==> src/rtl/pcf8591_sched.sv <==
// pcf8591_sched: shares one PCF8591 ADC/DAC between NREQ requesters.
// Requests are granted round-robin. Each grant becomes a fixed sequence of
// byte-level I2C commands for a byte master. The read byte or error goes back
// to the winning port.
//
// Ports:
//   clk, rst                 clock, synchronous active-high reset
//   req/req_wr/req_ch/...    per-port request level, write flag, channel, DAC data
//   done/err/rdata           one-hot completion pulse, error flag, ADC result
//   busy                     transaction in progress (ARB..FIN)
//   cmd_valid/ready/cmd/...  command handshake towards the byte master
//   rsp_valid/nack/data      one response per accepted command
//   scan_data                auto-scan results, channel c in [8c+7:8c]
//
// Optional feature: define PCF8591_AUTOSCAN_EN to add a lowest-priority internal
// requester that reads channels 0..3 in turn every 2^20 cycles into scan_data.
// Without it scan_data is constant 0.
module pcf8591_sched #(
  parameter int unsigned NREQ     = 2,
  parameter logic [6:0]  DEV_ADDR = 7'b100_1000,
  parameter int unsigned TIMEOUT  = 1_000_000
) (
  input  logic                clk,
  input  logic                rst,
  input  logic [NREQ-1:0]     req,
  input  logic [NREQ-1:0]     req_wr,
  input  logic [2*NREQ-1:0]   req_ch,
  input  logic [8*NREQ-1:0]   req_wdata,
  output logic [NREQ-1:0]     done,
  output logic                err,
  output logic [7:0]          rdata,
  output logic                busy,
  output logic                cmd_valid,
  input  logic                cmd_ready,
  output logic [2:0]          cmd,
  output logic [7:0]          cmd_data,
  input  logic                rsp_valid,
  input  logic                rsp_nack,
  input  logic [7:0]          rsp_data,
  output logic [31:0]         scan_data
);

  localparam logic [2:0] CmdStart    = 3'd0;
  localparam logic [2:0] CmdWrite    = 3'd1;
  localparam logic [2:0] CmdReadAck  = 3'd2;
  localparam logic [2:0] CmdReadNack = 3'd3;
  localparam logic [2:0] CmdStop     = 3'd4;

  typedef enum logic [3:0] {
    StIdle, StArb, StS1, StAw, StCtrl, StDac, StS2, StAr, StDummy, StRd, StStop, StFin
  } state_e;

  state_e      state_q, state_d;
  logic        ph_q, ph_d;        // 0: offering command, 1: waiting for response
  logic [31:0] tmo_q, tmo_d;
  logic [1:0]  gnt_q, last_q;
  logic        gnt_scan_q;
  logic [1:0]  ch_q;
  logic        wr_q;
  logic [7:0]  wdata_q;
  logic        werr_q;
  logic [7:0]  wres_q;
  logic        err_q;
  logic [7:0]  rdata_q;

  logic        is_cmd, is_wr_st;
  logic        rsp_ok, nack_hit, tmo_hit, werr_nx, fin_entry;
  logic        arb_found;
  logic [1:0]  arb_idx, cand;
  logic        scan_pend, scan_win;
  logic [1:0]  scan_ch;
  logic [3:0]  req_x, wr_x, done_x;
  logic [7:0]  ch_x;
  logic [31:0] wd_x;

  assign req_x = 4'(req);
  assign wr_x  = 4'(req_wr);
  assign ch_x  = 8'(req_ch);
  assign wd_x  = 32'(req_wdata);

  // Round-robin: first set bit after the last granted index, wrapping.
  always_comb begin
    arb_found = 1'b0;
    arb_idx   = '0;
    cand      = '0;
    for (int unsigned i = 1; i <= NREQ; i++) begin
      cand = 2'((32'(last_q) + i) % NREQ);
      if (!arb_found && req_x[cand]) begin
        arb_found = 1'b1;
        arb_idx   = cand;
      end
    end
  end

  // The internal scanner only wins when no external port is requesting.
  assign scan_win = !arb_found && scan_pend;

  assign rsp_ok    = is_cmd && ph_q && rsp_valid;
  assign nack_hit  = rsp_ok && rsp_nack && is_wr_st;
  assign tmo_hit   = is_cmd && !rsp_ok && (tmo_q == TIMEOUT - 1);
  assign werr_nx   = werr_q | nack_hit | tmo_hit;
  assign fin_entry = (state_d == StFin) && (state_q != StFin);

  // State register
  always_ff @(posedge clk) begin
    if (rst) state_q <= StIdle;
    else     state_q <= state_d;
  end

  // Next-state logic
  always_comb begin
    state_d = state_q;
    unique case (state_q)
      StIdle:  if (|req || scan_pend) state_d = StArb;
      StArb:   state_d = (arb_found || scan_pend) ? StS1 : StIdle;
      StS1:    if (rsp_ok) state_d = StAw;
      StAw:    if (rsp_ok) state_d = rsp_nack ? StStop : StCtrl;
      StCtrl:  if (rsp_ok) state_d = rsp_nack ? StStop : (wr_q ? StDac : StS2);
      StDac:   if (rsp_ok) state_d = StStop;
      StS2:    if (rsp_ok) state_d = StAr;
      StAr:    if (rsp_ok) state_d = rsp_nack ? StStop : StDummy;
      StDummy: if (rsp_ok) state_d = StRd;
      StRd:    if (rsp_ok) state_d = StStop;
      StStop:  if (rsp_ok) state_d = StFin;
      StFin:   state_d = StIdle;
      default: state_d = StIdle;
    endcase
    if (tmo_hit) state_d = (state_q == StStop) ? StFin : StStop;

    // Phase and timeout counter restart on every state change.
    if (state_d != state_q) begin
      ph_d  = 1'b0;
      tmo_d = '0;
    end else begin
      ph_d  = ph_q | (cmd_valid & cmd_ready);
      tmo_d = is_cmd ? tmo_q + 32'd1 : '0;
    end
  end

  // Output / command decode
  always_comb begin
    is_cmd   = 1'b1;
    is_wr_st = 1'b0;
    cmd      = CmdStart;
    cmd_data = 8'h00;
    unique case (state_q)
      StS1, StS2: cmd = CmdStart;
      StAw: begin
        cmd = CmdWrite; is_wr_st = 1'b1; cmd_data = {DEV_ADDR, 1'b0};
      end
      StCtrl: begin
        // Bit 6 keeps the analog output enabled so the DAC holds across reads.
        cmd = CmdWrite; is_wr_st = 1'b1; cmd_data = 8'h40 | {6'b0, ch_q};
      end
      StDac: begin
        cmd = CmdWrite; is_wr_st = 1'b1; cmd_data = wdata_q;
      end
      StAr: begin
        cmd = CmdWrite; is_wr_st = 1'b1; cmd_data = {DEV_ADDR, 1'b1};
      end
      StDummy: cmd = CmdReadAck;
      StRd:    cmd = CmdReadNack;
      StStop:  cmd = CmdStop;
      default: is_cmd = 1'b0;
    endcase
    cmd_valid = is_cmd && !ph_q;
    busy      = (state_q != StIdle);
    done_x    = 4'b0001 << gnt_q;
    done      = (state_q == StFin && !gnt_scan_q) ? done_x[NREQ-1:0] : '0;
    err       = err_q;
    rdata     = rdata_q;
  end

  // Datapath
  always_ff @(posedge clk) begin
    if (rst) begin
      ph_q       <= 1'b0;
      tmo_q      <= '0;
      gnt_q      <= '0;
      last_q     <= 2'(NREQ - 1);
      gnt_scan_q <= 1'b0;
      ch_q       <= '0;
      wr_q       <= 1'b0;
      wdata_q    <= '0;
      werr_q     <= 1'b0;
      wres_q     <= '0;
      err_q      <= 1'b0;
      rdata_q    <= '0;
    end else begin
      ph_q  <= ph_d;
      tmo_q <= tmo_d;
      if (state_q == StArb) begin
        werr_q <= 1'b0;
        wres_q <= '0;
        if (arb_found) begin
          gnt_q      <= arb_idx;
          last_q     <= arb_idx;
          gnt_scan_q <= 1'b0;
          ch_q       <= ch_x[{arb_idx, 1'b0} +: 2];
          wr_q       <= wr_x[arb_idx];
          wdata_q    <= wd_x[{arb_idx, 3'b000} +: 8];
        end else if (scan_win) begin
          gnt_scan_q <= 1'b1;
          ch_q       <= scan_ch;
          wr_q       <= 1'b0;
          wdata_q    <= '0;
        end
      end
      if (nack_hit || tmo_hit) werr_q <= 1'b1;
      if (state_q == StRd && rsp_ok) wres_q <= rsp_data;
      if (fin_entry && !gnt_scan_q) begin
        err_q   <= werr_nx;
        rdata_q <= (werr_nx || wr_q) ? 8'h00 : wres_q;
      end
    end
  end

`ifdef PCF8591_AUTOSCAN_EN
  logic [19:0] scan_cnt_q;
  logic        scan_pend_q;
  logic [1:0]  scan_ch_q;
  logic [31:0] scan_q;

  always_ff @(posedge clk) begin
    if (rst) begin
      scan_cnt_q  <= '0;
      scan_pend_q <= 1'b0;
      scan_ch_q   <= '0;
      scan_q      <= '0;
    end else begin
      scan_cnt_q <= scan_cnt_q + 20'd1;
      if (state_q == StArb && scan_win) scan_pend_q <= 1'b0;
      if (&scan_cnt_q) scan_pend_q <= 1'b1;
      if (fin_entry && gnt_scan_q) begin
        if (!werr_nx) scan_q[{ch_q, 3'b000} +: 8] <= wres_q;
        scan_ch_q <= scan_ch_q + 2'd1;
      end
    end
  end

  assign scan_pend = scan_pend_q;
  assign scan_ch   = scan_ch_q;
  assign scan_data = scan_q;
`else
  assign scan_pend = 1'b0;
  assign scan_ch   = 2'b00;
  assign scan_data = '0;
`endif

endmodule

==> config.mk <==
export PLATFORM = sky130hd
export DESIGN_NAME = pcf8591_sched
export DESIGN_NICKNAME = d
export VERILOG_FILES = /design/src/rtl/pcf8591_sched.sv
export SDC_FILE = /design/constraint.sdc
export NUM_CORES = 1
export LEC_CHECK = 0
export BUFFER_PORTS_ARGS = -buffer_cell sky130_fd_sc_hd__buf_2
export CORE_UTILIZATION = 50
export DETAILED_ROUTE_END_ITERATION = 12
export PLACE_DENSITY_LB_ADDON = 0.15
export REMOVE_ABC_BUFFERS = 1
export SYNTH_ARGS = -nofsm -noshare
export SYNTH_HDL_FRONTEND = slang
export SYNTH_SLANG_ARGS = --single-unit
==> constraint.sdc <==
create_clock -name clk -period 2.06 [get_ports clk]
set_input_delay 0.103 -clock clk [delete_from_list [all_inputs] [get_ports clk]]
set_output_delay 0.103 -clock clk [all_outputs]
set_load 0.03 [all_outputs]
# After elaboration in Yosys (flattened, before gate mapping)
# Index checks and enable logic that the tools add are counted.
# W data, S select, Z words.
# classes
shifts	3
order_cmp	3
bitwise	5
n_reduce_logical	26
add_sub_neg	3
muxes	37
n_eq_ne	15
# op_table
operator	n
$mux W4	12
$pmux W4 S10	1
$add A32 B1 Y32 const B	1
$eq A32 B20 Y1 const B	1
$pmux W8 S4	1
$shiftx A32 B5 Y8	1
$mux W8	3
$eq A4 B4 Y1 const B	5
$eq A4 B3 Y1 const B	4
$mux W1	14
$pmux W3 S4	1
$logic_and A1 B1 Y1	10
$lt A1 B3 Y1 const B	3
$reduce_or A9 Y1	1
$eq A4 B2 Y1 const B	2
$mux W2	4
$shiftx A8 B3 Y2	1
$reduce_or A2 Y1	3
$eq A4 B1 Y1 const B	1
$logic_not A4 Y1	1
$ne A4 B4 Y1	1
$ne A4 B4 Y1 const B	1
$reduce_bool A2 Y1	2
$reduce_bool A4 Y1	1
11 further kinds	17
# totals
in_bits	37
ff_bits	68
output_inout_bits	56

# Longest topological paths before layout
# Gate-level depths: netlist of the first run.
# logic_depth
ltp_word	12
mapped_depth	9
mapped_depth_nobuf	7

# Least setup slack after synthesis of the first run
# Ideal clock, no wire load.
# synth_path
kind	register to register
startpoint	reg tmo_q[11]
endpoint	reg tmo_q[23]
slack_ns	0.021
setup_ns	0.116
arrival_time_ns	1.922
t_required_ns	1.944
path_stages_with_launch	10
n_path_buf	3
cell_sequence	dfxtp_1 > buf_2 > nor4_2 > nand4_2 > nor4b_4 > buf_6 > nand2_2 > o311ai_4 > buf_6 > nor3_2
# synth_via
elab_chain_cells	5
word_cells_on_any_way	6
cone_classes	add/sub: 1; eq/ne: 2; mux: 1; reduce/logical: 2
# synth_rtl
item	line_no	source
start: declaration	55	logic [31:0] tmo_q, tmo_d;
start signal: assignment	191	tmo_q <= tmo_d;
parallel branches: the longest is 5 deep, another holds $add A32 B1 Y32	--	
# Several ways; the timed one is not identified.
# A chain may end at the register's enable or synchronous reset.

# Final worst setup path of the first run
# layout_path
startpoint	reg tmo_q[25]
endpoint	reg tmo_q[30]
# The elaborated chain is that of the path after synthesis.

==> results of run 1 <==
==> where the power goes <==
group	total [W]	internal [W]	switching [W]
registers	0.00142	0.00137	0.0000456
clock network	0.00110	0.000611	0.000491
logic	0.00184	0.000728	0.00111
total	0.00436	0.00271	0.00165
==> worst max-delay path by stage <==
stage           endpoint        from  depth (start not counted)
5_1_grt        tmo_q[30]   tmo_q[25]                          8
3_5_place_dp    rdata[0]  state_q[0]                          7
3_3_place_gp    rdata[7]   tmo_q[25]                          9
2_1_floorplan   tmo_q[1]  state_q[0]                          6
6_report       tmo_q[30]   tmo_q[25]                          8
4_1_cts             ph_q   tmo_q[24]                          9
==> layout by cell type (no fill, tap or decap), types with 13 or more instances in the layout <==
| cell type | count |
|---|---|
| sky130_fd_sc_hd__buf_4 | 95 |
| sky130_fd_sc_hd__buf_2 | 60 |
| sky130_fd_sc_hd__nand3_1 | 55 |
| sky130_fd_sc_hd__dfxtp_1 | 55 |
| sky130_fd_sc_hd__conb_1 | 32 |
| sky130_fd_sc_hd__nor3_2 | 30 |
| sky130_fd_sc_hd__nor2_1 | 29 |
| sky130_fd_sc_hd__nand2_1 | 24 |
| sky130_fd_sc_hd__xnor2_1 | 17 |
| sky130_fd_sc_hd__a21oi_1 | 16 |
| sky130_fd_sc_hd__inv_1 | 14 |
| sky130_fd_sc_hd__nand4_1 | 14 |
| sky130_fd_sc_hd__xor2_1 | 14 |
| sky130_fd_sc_hd__mux2i_1 | 13 |
| sky130_fd_sc_hd__a211oi_1 | 13 |
==> final cells by class <==
class	count	area (um2)
clock buffers	12	155
clock inverters	2	35.0
flip-flops and latches	68	1380
inverters	14	52.6
fillers	667	2430
repair buffers	175	1260
well taps	105	131
multi-input cells	387	2800
==> logic make-up (layout without fill, tap and decap cells) <==
logic type,Yosys count,in the layout,synth area share (%)
compound gates,75,76,12.7
other cells,1,32,0.0876
xor+xnor,31,31,6.35
flops,68,68,31.8
simple gates,234,234,34.1
fa+ha+maj,1,1,0.292
mux,13,13,3.04
buf+inv,82,203,11.6
==> what timing repair did <==
| item | 4_1_cts | 5_1_grt |
|---|---|---|
| hold buffers | 7 | 0 |
| endpoints found under the setup margin | 44 | 44 |
| pin swaps | 9 | 20 |
| setup buffers | 5 | 5 |
| gates cloned | 2 | 2 |
| hold endpoints to repair | 7 | 0 |
| gates resized for setup | 30 | 45 |
==> registers in the layout, indices dropped and copies added, names as in the netlist <==
name,count
gnt_q,1
werr_q,1
tmo_q,32
last_q,1
wres_q,8
state_q,4
rdata,8
wdata_q,8
ch_q,2
wr_q,1
err,1
ph_q,1
==> critical path, cell delays in order (launching register included) <==
cell	delay, ps
sky130_fd_sc_hd__dfxtp_2	330
sky130_fd_sc_hd__nor4_4	290
sky130_fd_sc_hd__buf_4	170
sky130_fd_sc_hd__nand4_4	130
sky130_fd_sc_hd__nor4b_4	390
sky130_fd_sc_hd__a21o_4	170
sky130_fd_sc_hd__o221ai_4	190
sky130_fd_sc_hd__buf_6	220
sky130_fd_sc_hd__nor3_2	180
==> metrics by stage <==
| step | util [%] | std cells |
|---|---|---|
| floorplan | - | 468 |
| global placement | 62.2 | 730 |
| detailed placement | 62.2 | 730 |
| CTS | 68.0 | 758 |
| global route | 70.5 | 763 |
| finish | 70.5 | 763 |
==> metal layers <==
metal  vias up  GRT usage [%]  share of wire (%)
li1       2054              -                  -
met1      1949           32.3                 42
met2       135           46.2                 51
met3        18           4.03                4.1
met4         0           10.5                1.9
met5         -              0                  0
==> flow_summary.html, run 1 <==
<table>
<tr><th>Metric</th><th>Value</th></tr>
<tr><th colspan="2">Synth</th></tr>
<tr><td>Synthesis-stage register bit count</td><td>68</td></tr>
<tr><td>Synthesized instance count</td><td>505</td></tr>
<tr><td>Cell area after synthesis</td><td>4280 um2</td></tr>
<tr><td>Share of Yosys cell area claimed by the top area cell type</td><td>31.8%</td></tr>
<tr><td>Per-instance average area after synthesis</td><td>8.47 um2</td></tr>
<tr><td>Dominant cell type by area after synthesis</td><td>sky130_fd_sc_hd__dfxtp_1</td></tr>
<tr><td>Sequential-to-total area share from yosys stat</td><td>31.8%</td></tr>
<tr><td>Number of enable-type register cells in the synthesized netlist</td><td>0</td></tr>
<tr><td>Count of distinct cell types in the synthesized netlist</td><td>63</td></tr>
<tr><td>Primary flip-flop cell chosen by synthesis mapping</td><td>sky130_fd_sc_hd__dfxtp_1</td></tr>
<tr><td>Most common cell in the netlist</td><td>sky130_fd_sc_hd__dfxtp_1</td></tr>
<tr><td>Share of async-settable or async-resettable flops after synthesis</td><td>0%</td></tr>
<tr><td>Synth top cells by count</td><td>sky130_fd_sc_hd__dfxtp_1, sky130_fd_sc_hd__nand3_1, sky130_fd_sc_hd__buf_4</td></tr>
<tr><td>Top cells by area, synth</td><td>sky130_fd_sc_hd__dfxtp_1, sky130_fd_sc_hd__nor3_2, sky130_fd_sc_hd__nand3_1, sky130_fd_sc_hd__buf_4, sky130_fd_sc_hd__xnor2_1</td></tr>
<tr><td>Yosys Warn Count</td><td>0</td></tr>
<tr><th colspan="2">Clock network</th></tr>
<tr><td>Clock transition at path regs</td><td>70 ps</td></tr>
<tr><td>Clock buffer count from CTS</td><td>9</td></tr>
<tr><td>Clock tree from TritonCTS</td><td>yes</td></tr>
<tr><td>Insertion delay of the later-clocked pin in the worst-skew pair</td><td>340 ps</td></tr>
<tr><td>Longest Clk Path Bufs</td><td>2</td></tr>
<tr><td>Sinks on the clock net</td><td>68</td></tr>
<tr><td>Clock H-tree levels</td><td>3</td></tr>
<tr><td>Root buffer selected by CTS</td><td>sky130_fd_sc_hd__clkbuf_8</td></tr>
<tr><th colspan="2">Hold path</th></tr>
<tr><td>Source of the worst hold timing path</td><td>rsp_data[7]</td></tr>
<tr><td>Worst hold path depth</td><td>3</td></tr>
<tr><td>Type of the tightest min-delay check</td><td>in2reg</td></tr>
<tr><td>Worst Hold Endpoint</td><td>wres_q[7]</td></tr>
<tr><th colspan="2">Global routing</th></tr>
<tr><td>Number of global-route vias before repair</td><td>3965</td></tr>
<tr><td>Maximum number of pins on one net before global-route repair</td><td>36</td></tr>
<tr><td>Wire length of the first global-routing pass</td><td>18.5 mm</td></tr>
<tr><td>Antenna violations before repair</td><td>0</td></tr>
<tr><td>Overall fraction of global-route tracks in use</td><td>26.4%</td></tr>
<tr><td>Grt ovf</td><td>0</td></tr>
<tr><th colspan="2">Layout</th></tr>
<tr><td>Final standard cell area without fillers</td><td>5830 um2</td></tr>
<tr><td>Proportion of layout cells with a drive suffix above 1</td><td>41.2%</td></tr>
<tr><td>Final layout net count</td><td>693</td></tr>
<tr><td>Layout overhead on the synthesized area</td><td>36.1%</td></tr>
<tr><td>Antenna diode instance count</td><td>0</td></tr>
<tr><th colspan="2">Timing</th></tr>
<tr><td>Post-Route Setup TNS</td><td>-2070 ps</td></tr>
<tr><td>Skew final</td><td>11.1 ps</td></tr>
<tr><td>Fmax achieved</td><td>462 MHz</td></tr>
<tr><td>Worst-case setup margin in the final layout</td><td>-103 ps</td></tr>
<tr><td>Final setup fails</td><td>43</td></tr>
<tr><td>Final worst path period share</td><td>105%</td></tr>
<tr><td>RSZ-0062 raised after global routing</td><td>yes</td></tr>
<tr><td>Number of max-slew violations in the final report</td><td>0</td></tr>
<tr><td>Minimum clock period after layout</td><td>2160 ps</td></tr>
<tr><td>Slew HR</td><td>64.1%</td></tr>
<tr><td>Tightest Pin Transition</td><td>535 ps</td></tr>
<tr><td>Total count of hold-check failures in the final report</td><td>0</td></tr>
<tr><td>Worst hold-check slack</td><td>24.2 ps</td></tr>
<tr><th colspan="2">Outcome</th></tr>
<tr><td>Run status</td><td>finished with violations</td></tr>
<tr><td>Violated checks</td><td>setup timing</td></tr>
<tr><th colspan="2">Route</th></tr>
<tr><td>Final Routed Wirelength</td><td>11.7 mm</td></tr>
<tr><td>Number of nets with antenna violations after detailed routing</td><td>0</td></tr>
<tr><td>Routed WL per cell</td><td>15.3 um</td></tr>
<tr><td>Total via count in the routed design</td><td>4156</td></tr>
<tr><td>Initial DRT Pass Iterations</td><td>4</td></tr>
<tr><td>1st-iter DRT viols</td><td>155</td></tr>
<tr><td>Via-per-instance ratio</td><td>5.45</td></tr>
<tr><td>Remaining routing DRC violations</td><td>0</td></tr>
<tr><th colspan="2">Floorplan</th></tr>
<tr><td>Die height</td><td>94.5 um</td></tr>
<tr><td>Placement row count</td><td>33</td></tr>
<tr><td>Area enclosed by the die boundary</td><td>8930 um2</td></tr>
<tr><td>Top-level I/O count</td><td>93</td></tr>
<tr><td>Overall die width</td><td>94.5 um</td></tr>
<tr><td>Starting Density</td><td>51.8%</td></tr>
<tr><td>Placeable core region</td><td>8260 um2</td></tr>
<tr><th colspan="2">Power</th></tr>
<tr><td>Ratio of total power to cell area</td><td>748 nW/um2</td></tr>
<tr><td>Total power after layout</td><td>0.00436 W</td></tr>
<tr><td>Worst IR Drop VDD</td><td>0.434 mV</td></tr>
<tr><td>Leak</td><td>2.42 nW</td></tr>
<tr><th colspan="2">Place</th></tr>
<tr><td>Pre-CTS worst setup slack</td><td>-204 ps</td></tr>
<tr><td>Count of buffers inserted at the top-level ports</td><td>60</td></tr>
<tr><td>Final RePlAce weighted congestion</td><td>0.918</td></tr>
<tr><td>Cell area reported after detailed placement</td><td>5140 um2</td></tr>
<tr><td>HPWL Detailed</td><td>7.80 mm</td></tr>
<tr><th colspan="2">Worst setup path</th></tr>
<tr><td>Start-to-end type of the worst setup path</td><td>reg2reg</td></tr>
<tr><td>Launching element type of the critical path</td><td>flip-flop</td></tr>
<tr><td>Critical path data arrival time</td><td>2420 ps</td></tr>
<tr><td>Worst r2r dst</td><td>tmo_q[30]</td></tr>
<tr><td>Register-to-Register Path Depth</td><td>8</td></tr>
<tr><td>Worst r2r src</td><td>tmo_q[25]</td></tr>
<tr><td>Reg2Reg Setup Slack</td><td>-100 ps</td></tr>
<tr><td>Maximum fanout along the worst path</td><td>8</td></tr>
<tr><td>Endpoint type of the worst setup path</td><td>flip-flop</td></tr>
<tr><td>Req. time, crit path</td><td>2320 ps</td></tr>
<tr><th colspan="2">Run</th></tr>
<tr><td>Max-cap violation count</td><td>0</td></tr>
</table>
No activity file was read; power rests on OpenSTA's default activity.
==> run 2, diff against run 1 <==
CORE_MARGIN = 2   (was unset)
==> flow_summary.html, run 2 (same netlist as run 1, synthesis figures left out) <==
<table>
<tr><th>Metric</th><th>Value</th></tr>
<tr><th colspan="2">Outcome</th></tr>
<tr><td>Run status</td><td>finished with violations (unchanged)</td></tr>
<tr><td>Violated checks</td><td>setup timing (unchanged)</td></tr>
<tr><th colspan="2">Floorplan</th></tr>
<tr><td>Top-level I/O count</td><td>93 (unchanged)</td></tr>
<tr><td>Placement row count</td><td>33 (unchanged)</td></tr>
<tr><td>Placeable core region</td><td>8260 um2 (unchanged)</td></tr>
<tr><td>Overall die width</td><td>96.5 um (was 94.5 um)</td></tr>
<tr><td>Die height</td><td>96.5 um (was 94.5 um)</td></tr>
<tr><td>Starting Density</td><td>51.8% (unchanged)</td></tr>
<tr><td>Area enclosed by the die boundary</td><td>9310 um2 (was 8930 um2)</td></tr>
<tr><th colspan="2">Place</th></tr>
<tr><td>HPWL Detailed</td><td>8.01 mm (was 7.80 mm)</td></tr>
<tr><td>Pre-CTS worst setup slack</td><td>-232 ps (was -204 ps)</td></tr>
<tr><td>Final RePlAce weighted congestion</td><td>0.914 (was 0.918)</td></tr>
<tr><td>Count of buffers inserted at the top-level ports</td><td>60 (unchanged)</td></tr>
<tr><td>Cell area reported after detailed placement</td><td>5170 um2 (was 5140 um2)</td></tr>
<tr><td>Cell count after placement</td><td>732 (was 730)</td></tr>
<tr><th colspan="2">Clock network</th></tr>
<tr><td>Clock tree from TritonCTS</td><td>yes (unchanged)</td></tr>
<tr><td>Longest Clk Path Bufs</td><td>2 (unchanged)</td></tr>
<tr><td>Sinks on the clock net</td><td>68 (unchanged)</td></tr>
<tr><td>Root buffer selected by CTS</td><td>sky130_fd_sc_hd__clkbuf_8 (unchanged)</td></tr>
<tr><td>Clock transition at path regs</td><td>70 ps (about the same)</td></tr>
<tr><td>Clock buffer count from CTS</td><td>9 (unchanged)</td></tr>
<tr><td>Clock H-tree levels</td><td>3 (unchanged)</td></tr>
<tr><td>Insertion delay of the later-clocked pin in the worst-skew pair</td><td>340 ps (about the same)</td></tr>
<tr><th colspan="2">Run</th></tr>
<tr><td>Max-cap violation count</td><td>0 (unchanged)</td></tr>
<tr><th colspan="2">Worst setup path</th></tr>
<tr><td>Reg2Reg Setup Slack</td><td>-110 ps (was -100 ps)</td></tr>
<tr><td>Start-to-end type of the worst setup path</td><td>reg2reg (unchanged)</td></tr>
<tr><td>Critical path data arrival time</td><td>2410 ps (was 2420 ps)</td></tr>
<tr><td>Req. time, crit path</td><td>2300 ps (was 2320 ps)</td></tr>
<tr><td>Register-to-Register Path Depth</td><td>6 (was 8)</td></tr>
<tr><td>Worst r2r src</td><td>tmo_q[15] (was tmo_q[25])</td></tr>
<tr><td>Worst r2r dst</td><td>ph_q (was tmo_q[30])</td></tr>
<tr><td>Maximum fanout along the worst path</td><td>18 (was 8)</td></tr>
<tr><td>Launching element type of the critical path</td><td>flip-flop (unchanged)</td></tr>
<tr><td>Endpoint type of the worst setup path</td><td>flip-flop (unchanged)</td></tr>
<tr><th colspan="2">Layout</th></tr>
<tr><td>Antenna diode instance count</td><td>0 (unchanged)</td></tr>
<tr><td>Layout overhead on the synthesized area</td><td>35.8% (was 36.1%)</td></tr>
<tr><td>Final layout net count</td><td>691 (was 693)</td></tr>
<tr><td>Most frequent standard cell in the layout excluding fill and tap cells</td><td>sky130_fd_sc_hd__buf_4 (unchanged)</td></tr>
<tr><td>Final standard cell area without fillers</td><td>5810 um2 (was 5830 um2)</td></tr>
<tr><td>Commonest cells after routing, fill and taps aside</td><td>sky130_fd_sc_hd__buf_4, sky130_fd_sc_hd__buf_2, sky130_fd_sc_hd__dfxtp_1 (was sky130_fd_sc_hd__buf_4, sky130_fd_sc_hd__buf_2, sky130_fd_sc_hd__nand3_1, sky130_fd_sc_hd__dfxtp_1, sky130_fd_sc_hd__conb_1)</td></tr>
<tr><td>Most flop-heavy register</td><td>tmo_q (unchanged)</td></tr>
<tr><td>Proportion of layout cells with a drive suffix above 1</td><td>41.2% (about the same)</td></tr>
<tr><td>Number of standard cells in the layout, taps in and fillers out</td><td>762 (was 763)</td></tr>
<tr><td>Fill cell count</td><td>665 (was 667)</td></tr>
<tr><td>Number of flip-flops in the largest register</td><td>32 (unchanged)</td></tr>
<tr><td>Fin util</td><td>70.4% (was 70.5%)</td></tr>
<tr><th colspan="2">Global routing</th></tr>
<tr><td>Grt ovf</td><td>0 (unchanged)</td></tr>
<tr><td>Antenna violations before repair</td><td>0 (unchanged)</td></tr>
<tr><td>Overall fraction of global-route tracks in use</td><td>24.2% (was 26.4%)</td></tr>
<tr><td>Wire length of the first global-routing pass</td><td>17.7 mm (was 18.5 mm)</td></tr>
<tr><td>Maximum number of pins on one net before global-route repair</td><td>36 (unchanged)</td></tr>
<tr><td>Number of global-route vias before repair</td><td>3814 (was 3965)</td></tr>
<tr><th colspan="2">Power</th></tr>
<tr><td>Internal Dissipation</td><td>0.00258 W (was 0.00271 W)</td></tr>
<tr><td>Worst IR Drop VDD</td><td>0.470 mV (was 0.434 mV)</td></tr>
<tr><td>Switching power of the nets</td><td>0.00160 W (was 0.00165 W)</td></tr>
<tr><td>Part of the power in the clock network</td><td>23.3% (was 25.3%)</td></tr>
<tr><td>Reg power frac</td><td>34.1% (was 32.5%)</td></tr>
<tr><td>Ratio of total power to cell area</td><td>719 nW/um2 (was 748 nW/um2)</td></tr>
<tr><td>Switching part of the total</td><td>38.3% (was 37.8%)</td></tr>
<tr><td>Total power after layout</td><td>0.00418 W (was 0.00436 W)</td></tr>
<tr><td>Leak</td><td>2.40 nW (was 2.42 nW)</td></tr>
<tr><td>Combinational power share</td><td>42.6% (was 42.2%)</td></tr>
<tr><th colspan="2">Timing</th></tr>
<tr><td>Worst-case setup margin in the final layout</td><td>-111 ps (was -103 ps)</td></tr>
<tr><td>Number of max-slew violations in the final report</td><td>0 (unchanged)</td></tr>
<tr><td>Final worst path period share</td><td>105% (about the same)</td></tr>
<tr><td>Fmax achieved</td><td>461 MHz (was 462 MHz)</td></tr>
<tr><td>Total count of hold-check failures in the final report</td><td>0 (unchanged)</td></tr>
<tr><td>Minimum clock period after layout</td><td>2170 ps (was 2160 ps)</td></tr>
<tr><td>Final setup fails</td><td>24 (was 43)</td></tr>
<tr><td>RSZ-0062 raised after global routing</td><td>yes (unchanged)</td></tr>
<tr><td>Skew final</td><td>8.80 ps (was 11.1 ps)</td></tr>
<tr><th colspan="2">Route</th></tr>
<tr><td>Remaining routing DRC violations</td><td>0 (unchanged)</td></tr>
<tr><td>Number of nets with antenna violations after detailed routing</td><td>0 (unchanged)</td></tr>
<tr><td>Final Routed Wirelength</td><td>11.2 mm (was 11.7 mm)</td></tr>
<tr><td>1st-iter DRT viols</td><td>129 (was 155)</td></tr>
<tr><td>Routed WL per cell</td><td>14.7 um (was 15.3 um)</td></tr>
<tr><td>Via-per-instance ratio</td><td>5.40 (was 5.45)</td></tr>
<tr><td>Initial DRT Pass Iterations</td><td>4 (unchanged)</td></tr>
<tr><td>Total via count in the routed design</td><td>4112 (was 4156)</td></tr>
<tr><th colspan="2">Hold path</th></tr>
<tr><td>Type of the tightest min-delay check</td><td>in2reg (unchanged)</td></tr>
<tr><td>Source of the worst hold timing path</td><td>rsp_data[2] (was rsp_data[7])</td></tr>
<tr><td>Worst Hold Endpoint</td><td>wres_q[2] (was wres_q[7])</td></tr>
<tr><td>Worst hold path depth</td><td>3 (unchanged)</td></tr>
</table>
## run 2: repair_timing
| action | 4_1_cts | 5_1_grt |
|---|---|---|
| endpoints found under the hold margin | 7 | 0 |
| buffers inserted | 1 | 7 |
| gates resized for setup | 21 | 55 |
| pin swaps | 10 | 49 |
| setup endpoints to repair | 43 | 44 |
| hold buffers | 7 | 0 |
| cloned | 0 | 0 |
## run 2: worst max-delay path by stage
| stage | startpoint | to | slack (ps) | cells past startpoint |
|---|---|---|---|---|
| after floorplan | state_q[0] | tmo_q[1] | -1450 | 6 |
| after global placement | state_q[0] | rdata[7] | -170 | 8 |
| after detailed placement | state_q[0] | rdata[3] | -230 | 8 |
| after CTS | tmo_q[15] | ph_q | -40 | 6 |
| after global routing | tmo_q[30] | ph_q | -270 | 7 |
| final | tmo_q[15] | ph_q | -110 | 6 |
## run 2: layout make-up
cell class	count	area (um2)	area share [%]
Timing Repair Buffer	174	1280	22.0
Clock inverter	2	10.0	0.172
Tap cell	105	131	2.26
Clock buffer	13	159	2.73
Inverter	14	52.6	0.904
Multi-Input combinational cell	386	2800	48.3
Sequential cell	68	1380	23.7
## run 2: critical path: stages (launching register included)
cell and delay [ps]:
sky130_fd_sc_hd__dfxtp_2 320, sky130_fd_sc_hd__or4b_4 570, sky130_fd_sc_hd__nor4b_4 390, sky130_fd_sc_hd__buf_6 210, sky130_fd_sc_hd__o311ai_4 130, sky130_fd_sc_hd__buf_12 190, sky130_fd_sc_hd__nor4b_2 260
## run 2: power by group through the flow
stage               clock network (W)  registers [W]  logic, W
global placement                    0        0.00145   0.00149
global route                  0.00106        0.00143   0.00191
floorplan                           0        0.00146  0.000828
detailed placement                  0        0.00145   0.00152
finish                       0.000974        0.00142   0.00178
CTS                          0.000997        0.00142   0.00163
## run 2: per-layer routing
metal | up-vias | wire length (um) | track usage, %
met5 | - | 0 | 0
met4 | 0 | 125 | 6.22
met1 | 1946 | 4910 | 30.6
met2 | 106 | 5670 | 41.5
li1 | 2047 | - | -
met3 | 13 | 512 | 5.74
## run 2: through the flow
stage | TNS, ps | hold slack, ps
2_1_floorplan | -58310 | 172
6_report | -831 | 23.1
5_1_grt | -4470 | 4.67
3_5_place_dp | -5520 | 353
3_3_place_gp | -3810 | 345
4_1_cts | -740 | 0.485
==> run 3, diff against run 2 <==
CTS_BUF_LIST = sky130_fd_sc_hd__clkbuf_16   (was unset)
==> flow_summary.html, run 3 (same netlist as run 1, synthesis figures left out) <==
<table>
<tr><th>Metric</th><th>Value</th></tr>
<tr><th colspan="2">Timing</th></tr>
<tr><td>Worst-case setup margin in the final layout</td><td>-87.9 ps (was -111 ps)</td></tr>
<tr><td>Fmax achieved</td><td>466 MHz (was 461 MHz)</td></tr>
<tr><td>Total count of hold-check failures in the final report</td><td>0 (unchanged)</td></tr>
<tr><td>Skew final</td><td>6.14 ps (was 8.80 ps)</td></tr>
<tr><td>Post-Route Setup TNS</td><td>-1030 ps (was -831 ps)</td></tr>
<tr><td>Final setup fails</td><td>34 (was 24)</td></tr>
<tr><td>Final worst path period share</td><td>104% (was 105%)</td></tr>
<tr><td>Number of max-slew violations in the final report</td><td>0 (unchanged)</td></tr>
<tr><td>RSZ-0062 raised after global routing</td><td>yes (unchanged)</td></tr>
<tr><td>Worst hold-check slack</td><td>17.4 ps (was 23.1 ps)</td></tr>
<tr><td>Minimum clock period after layout</td><td>2150 ps (was 2170 ps)</td></tr>
<tr><th colspan="2">Worst setup path</th></tr>
<tr><td>Buffers plus inverters on the worst setup path</td><td>2 (unchanged)</td></tr>
<tr><td>Critical-path cell with the highest stage delay</td><td>sky130_fd_sc_hd__nor4b_4 (was sky130_fd_sc_hd__or4b_4)</td></tr>
<tr><td>Register-to-Register Path Depth</td><td>7 (was 6)</td></tr>
<tr><td>Endpoint type of the worst setup path</td><td>flip-flop (unchanged)</td></tr>
<tr><td>Slowest cell delay on critical path</td><td>440 ps (was 570 ps)</td></tr>
<tr><td>Critical path data arrival time</td><td>2380 ps (was 2410 ps)</td></tr>
<tr><td>Maximum fanout along the worst path</td><td>18 (unchanged)</td></tr>
<tr><td>Worst r2r src</td><td>tmo_q[30] (was tmo_q[15])</td></tr>
<tr><td>Req. time, crit path</td><td>2290 ps (was 2300 ps)</td></tr>
<tr><td>Start-to-end type of the worst setup path</td><td>reg2reg (unchanged)</td></tr>
<tr><td>Crit path max-delay family</td><td>simple AND/OR/NAND/NOR gates (unchanged)</td></tr>
<tr><td>Worst r2r dst</td><td>ph_q (unchanged)</td></tr>
<tr><td>Ordered list of cells on the worst path</td><td>nor4_2 -&gt; nand4_2 -&gt; nor4b_4 -&gt; buf_6 -&gt; o311ai_4 -&gt; buf_12 -&gt; nor4b_2 (was or4b_4 -&gt; nor4b_4 -&gt; buf_6 -&gt; o311ai_4 -&gt; buf_12 -&gt; nor4b_2)</td></tr>
<tr><td>Launching element type of the critical path</td><td>flip-flop (unchanged)</td></tr>
<tr><td>Reg2Reg Setup Slack</td><td>-90 ps (was -110 ps)</td></tr>
<tr><th colspan="2">Layout</th></tr>
<tr><td>Final layout net count</td><td>683 (was 691)</td></tr>
<tr><td>Layout overhead on the synthesized area</td><td>37.3% (was 35.8%)</td></tr>
<tr><td>Fill cell count</td><td>652 (was 665)</td></tr>
<tr><td>Proportion of layout cells with a drive suffix above 1</td><td>42.1% (was 41.2%)</td></tr>
<tr><td>Commonest cells after routing, fill and taps aside</td><td>sky130_fd_sc_hd__buf_4, sky130_fd_sc_hd__buf_2, sky130_fd_sc_hd__dfxtp_1 (unchanged)</td></tr>
<tr><td>Total area of multi-input combinational cells</td><td>2860 um2 (was 2800 um2)</td></tr>
<tr><td>Fin util</td><td>71.1% (was 70.4%)</td></tr>
<tr><td>Number of flip-flops in the largest register</td><td>32 (unchanged)</td></tr>
<tr><td>Final standard cell area without fillers</td><td>5870 um2 (was 5810 um2)</td></tr>
<tr><td>Most frequent standard cell in the layout excluding fill and tap cells</td><td>sky130_fd_sc_hd__buf_4 (unchanged)</td></tr>
<tr><td>Area taken by flip-flops and latches</td><td>1380 um2 (about the same)</td></tr>
<tr><td>Antenna diode instance count</td><td>0 (unchanged)</td></tr>
<tr><td>Most flop-heavy register</td><td>tmo_q (unchanged)</td></tr>
<tr><th colspan="2">Hold path</th></tr>
<tr><td>Worst hold path depth</td><td>3 (unchanged)</td></tr>
<tr><td>Worst Hold Endpoint</td><td>wres_q[7] (was wres_q[2])</td></tr>
<tr><td>Type of the tightest min-delay check</td><td>in2reg (unchanged)</td></tr>
<tr><td>Source of the worst hold timing path</td><td>rsp_data[7] (was rsp_data[2])</td></tr>
<tr><th colspan="2">Clock network</th></tr>
<tr><td>Root buffer selected by CTS</td><td>sky130_fd_sc_hd__clkbuf_16 (was sky130_fd_sc_hd__clkbuf_8)</td></tr>
<tr><td>Clock transition at path regs</td><td>50 ps (was 70 ps)</td></tr>
<tr><td>Clock H-tree levels</td><td>3 (unchanged)</td></tr>
<tr><td>Sinks on the clock net</td><td>68 (unchanged)</td></tr>
<tr><td>Longest Clk Path Bufs</td><td>2 (unchanged)</td></tr>
<tr><td>Insertion delay of the later-clocked pin in the worst-skew pair</td><td>320 ps (was 340 ps)</td></tr>
<tr><td>Clock tree from TritonCTS</td><td>yes (unchanged)</td></tr>
<tr><td>Clock buffer count from CTS</td><td>9 (unchanged)</td></tr>
<tr><th colspan="2">Floorplan</th></tr>
<tr><td>Starting Density</td><td>51.8% (unchanged)</td></tr>
<tr><td>Top-level I/O count</td><td>93 (unchanged)</td></tr>
<tr><td>Die height</td><td>96.5 um (unchanged)</td></tr>
<tr><td>Area enclosed by the die boundary</td><td>9310 um2 (unchanged)</td></tr>
<tr><td>Overall die width</td><td>96.5 um (unchanged)</td></tr>
<tr><td>Placeable core region</td><td>8260 um2 (unchanged)</td></tr>
<tr><td>Placement row count</td><td>33 (unchanged)</td></tr>
<tr><th colspan="2">Route</th></tr>
<tr><td>Via-per-instance ratio</td><td>5.45 (was 5.40)</td></tr>
<tr><td>Final Routed Wirelength</td><td>11.4 mm (was 11.2 mm)</td></tr>
<tr><td>Total via count in the routed design</td><td>4108 (was 4112)</td></tr>
<tr><td>Remaining routing DRC violations</td><td>0 (unchanged)</td></tr>
<tr><td>Initial DRT Pass Iterations</td><td>4 (unchanged)</td></tr>
<tr><td>Number of nets with antenna violations after detailed routing</td><td>0 (unchanged)</td></tr>
<tr><td>1st-iter DRT viols</td><td>135 (was 129)</td></tr>
<tr><td>Routed WL per cell</td><td>15.1 um (was 14.7 um)</td></tr>
<tr><th colspan="2">Place</th></tr>
<tr><td>Cell area reported after detailed placement</td><td>5170 um2 (unchanged)</td></tr>
<tr><td>Final RePlAce weighted congestion</td><td>0.914 (unchanged)</td></tr>
<tr><td>Count of buffers inserted at the top-level ports</td><td>60 (unchanged)</td></tr>
<tr><td>HPWL Detailed</td><td>8.01 mm (unchanged)</td></tr>
<tr><th colspan="2">Global routing</th></tr>
<tr><td>Overall fraction of global-route tracks in use</td><td>24.4% (was 24.2%)</td></tr>
<tr><td>Antenna violations before repair</td><td>0 (unchanged)</td></tr>
<tr><td>Maximum number of pins on one net before global-route repair</td><td>36 (unchanged)</td></tr>
<tr><td>Number of global-route vias before repair</td><td>3829 (was 3814)</td></tr>
<tr><td>Grt ovf</td><td>0 (unchanged)</td></tr>
<tr><td>Wire length of the first global-routing pass</td><td>17.8 mm (was 17.7 mm)</td></tr>
<tr><th colspan="2">Power</th></tr>
<tr><td>Total power after layout</td><td>0.00454 W (was 0.00418 W)</td></tr>
<tr><td>Leak</td><td>2.44 nW (was 2.40 nW)</td></tr>
<tr><td>Ratio of total power to cell area</td><td>773 nW/um2 (was 719 nW/um2)</td></tr>
<tr><td>Worst IR Drop VDD</td><td>0.482 mV (was 0.470 mV)</td></tr>
<tr><th colspan="2">Outcome</th></tr>
<tr><td>Violated checks</td><td>setup timing (unchanged)</td></tr>
<tr><td>Run status</td><td>finished with violations (unchanged)</td></tr>
<tr><th colspan="2">Run</th></tr>
<tr><td>Max-cap violation count</td><td>0 (unchanged)</td></tr>
</table>
==> run 3: cell count changes in the layout (fill, tap and decap cells not counted), moves of 2 or more <==
cell and change:
sky130_fd_sc_hd__clkbuf_1 -2, sky130_fd_sc_hd__clkbuf_16 +9, sky130_fd_sc_hd__clkbuf_8 -11, sky130_fd_sc_hd__clkinv_1 +2
sky130_fd_sc_hd__dlygate4sd3_1 -7, sky130_fd_sc_hd__inv_1 +2, sky130_fd_sc_hd__nor4_1 -2, sky130_fd_sc_hd__nor4_4 +2
sky130_fd_sc_hd__o2111ai_1 -2, sky130_fd_sc_hd__o2111ai_2 +2
==> run 3: how the worst max path moves through the flow <==
stage / startpoint / end / slack (ps) / depth (start not counted)
after floorplan: state_q[0] / tmo_q[1] / -1450 / 6
after global placement: state_q[0] / rdata[7] / -170 / 8
after detailed placement: state_q[0] / rdata[3] / -230 / 8
after CTS: tmo_q[15] / ph_q / -40 / 6
after global routing: tmo_q[30] / ph_q / -200 / 7
final: tmo_q[30] / ph_q / -90 / 7
==> run 3: power breakdown <==
| group | switching, W | internal, W | total (W) |
|---|---|---|---|
| sequential | 0.0000519 | 0.00138 | 0.00143 |
| combinational | 0.00109 | 0.000715 | 0.00180 |
| clock | 0.000526 | 0.000785 | 0.00131 |
| total | 0.00166 | 0.00288 | 0.00454 |
==> run 3: per-stage QoR <==
stage,worst slack [ps],cells
finish,-87.9,754
global route,-204,754
CTS,-44.0,748
detailed placement,-232,732
global placement,-169,732
floorplan,-1450,468
==> run 3: routing by layer <==
layer,global-route usage (%),routed length [um],vias to the layer above
met5,0,0,-
met4,6.81,132,0
met3,5.59,516,14
met2,42.4,5850,109
met1,30.3,4880,1951
li1,-,-,2034
==> run 3: timing repair <==
action | CTS | global route
buffers inserted | 1 | 6
setup endpoints to repair | 43 | 44
pin swaps | 8 | 52
gates resized for setup | 22 | 64
hold buffers | 0 | 0
==> run 3: final cells by class <==
cell class	count	area share [%]
Clock inverter	6	0.426
Inverter	14	0.895
Tap cell	105	2.24
Sequential cell	68	23.5
Clock buffer	9	3.83
Timing Repair Buffer	166	20.5
Multi-Input combinational cell	386	48.6
==> run 3: worst min-delay path, stage by stage <==
cell                      delay (ps)
sky130_fd_sc_hd__buf_2           100
sky130_fd_sc_hd__nand2_1          40
sky130_fd_sc_hd__a21oi_1          50
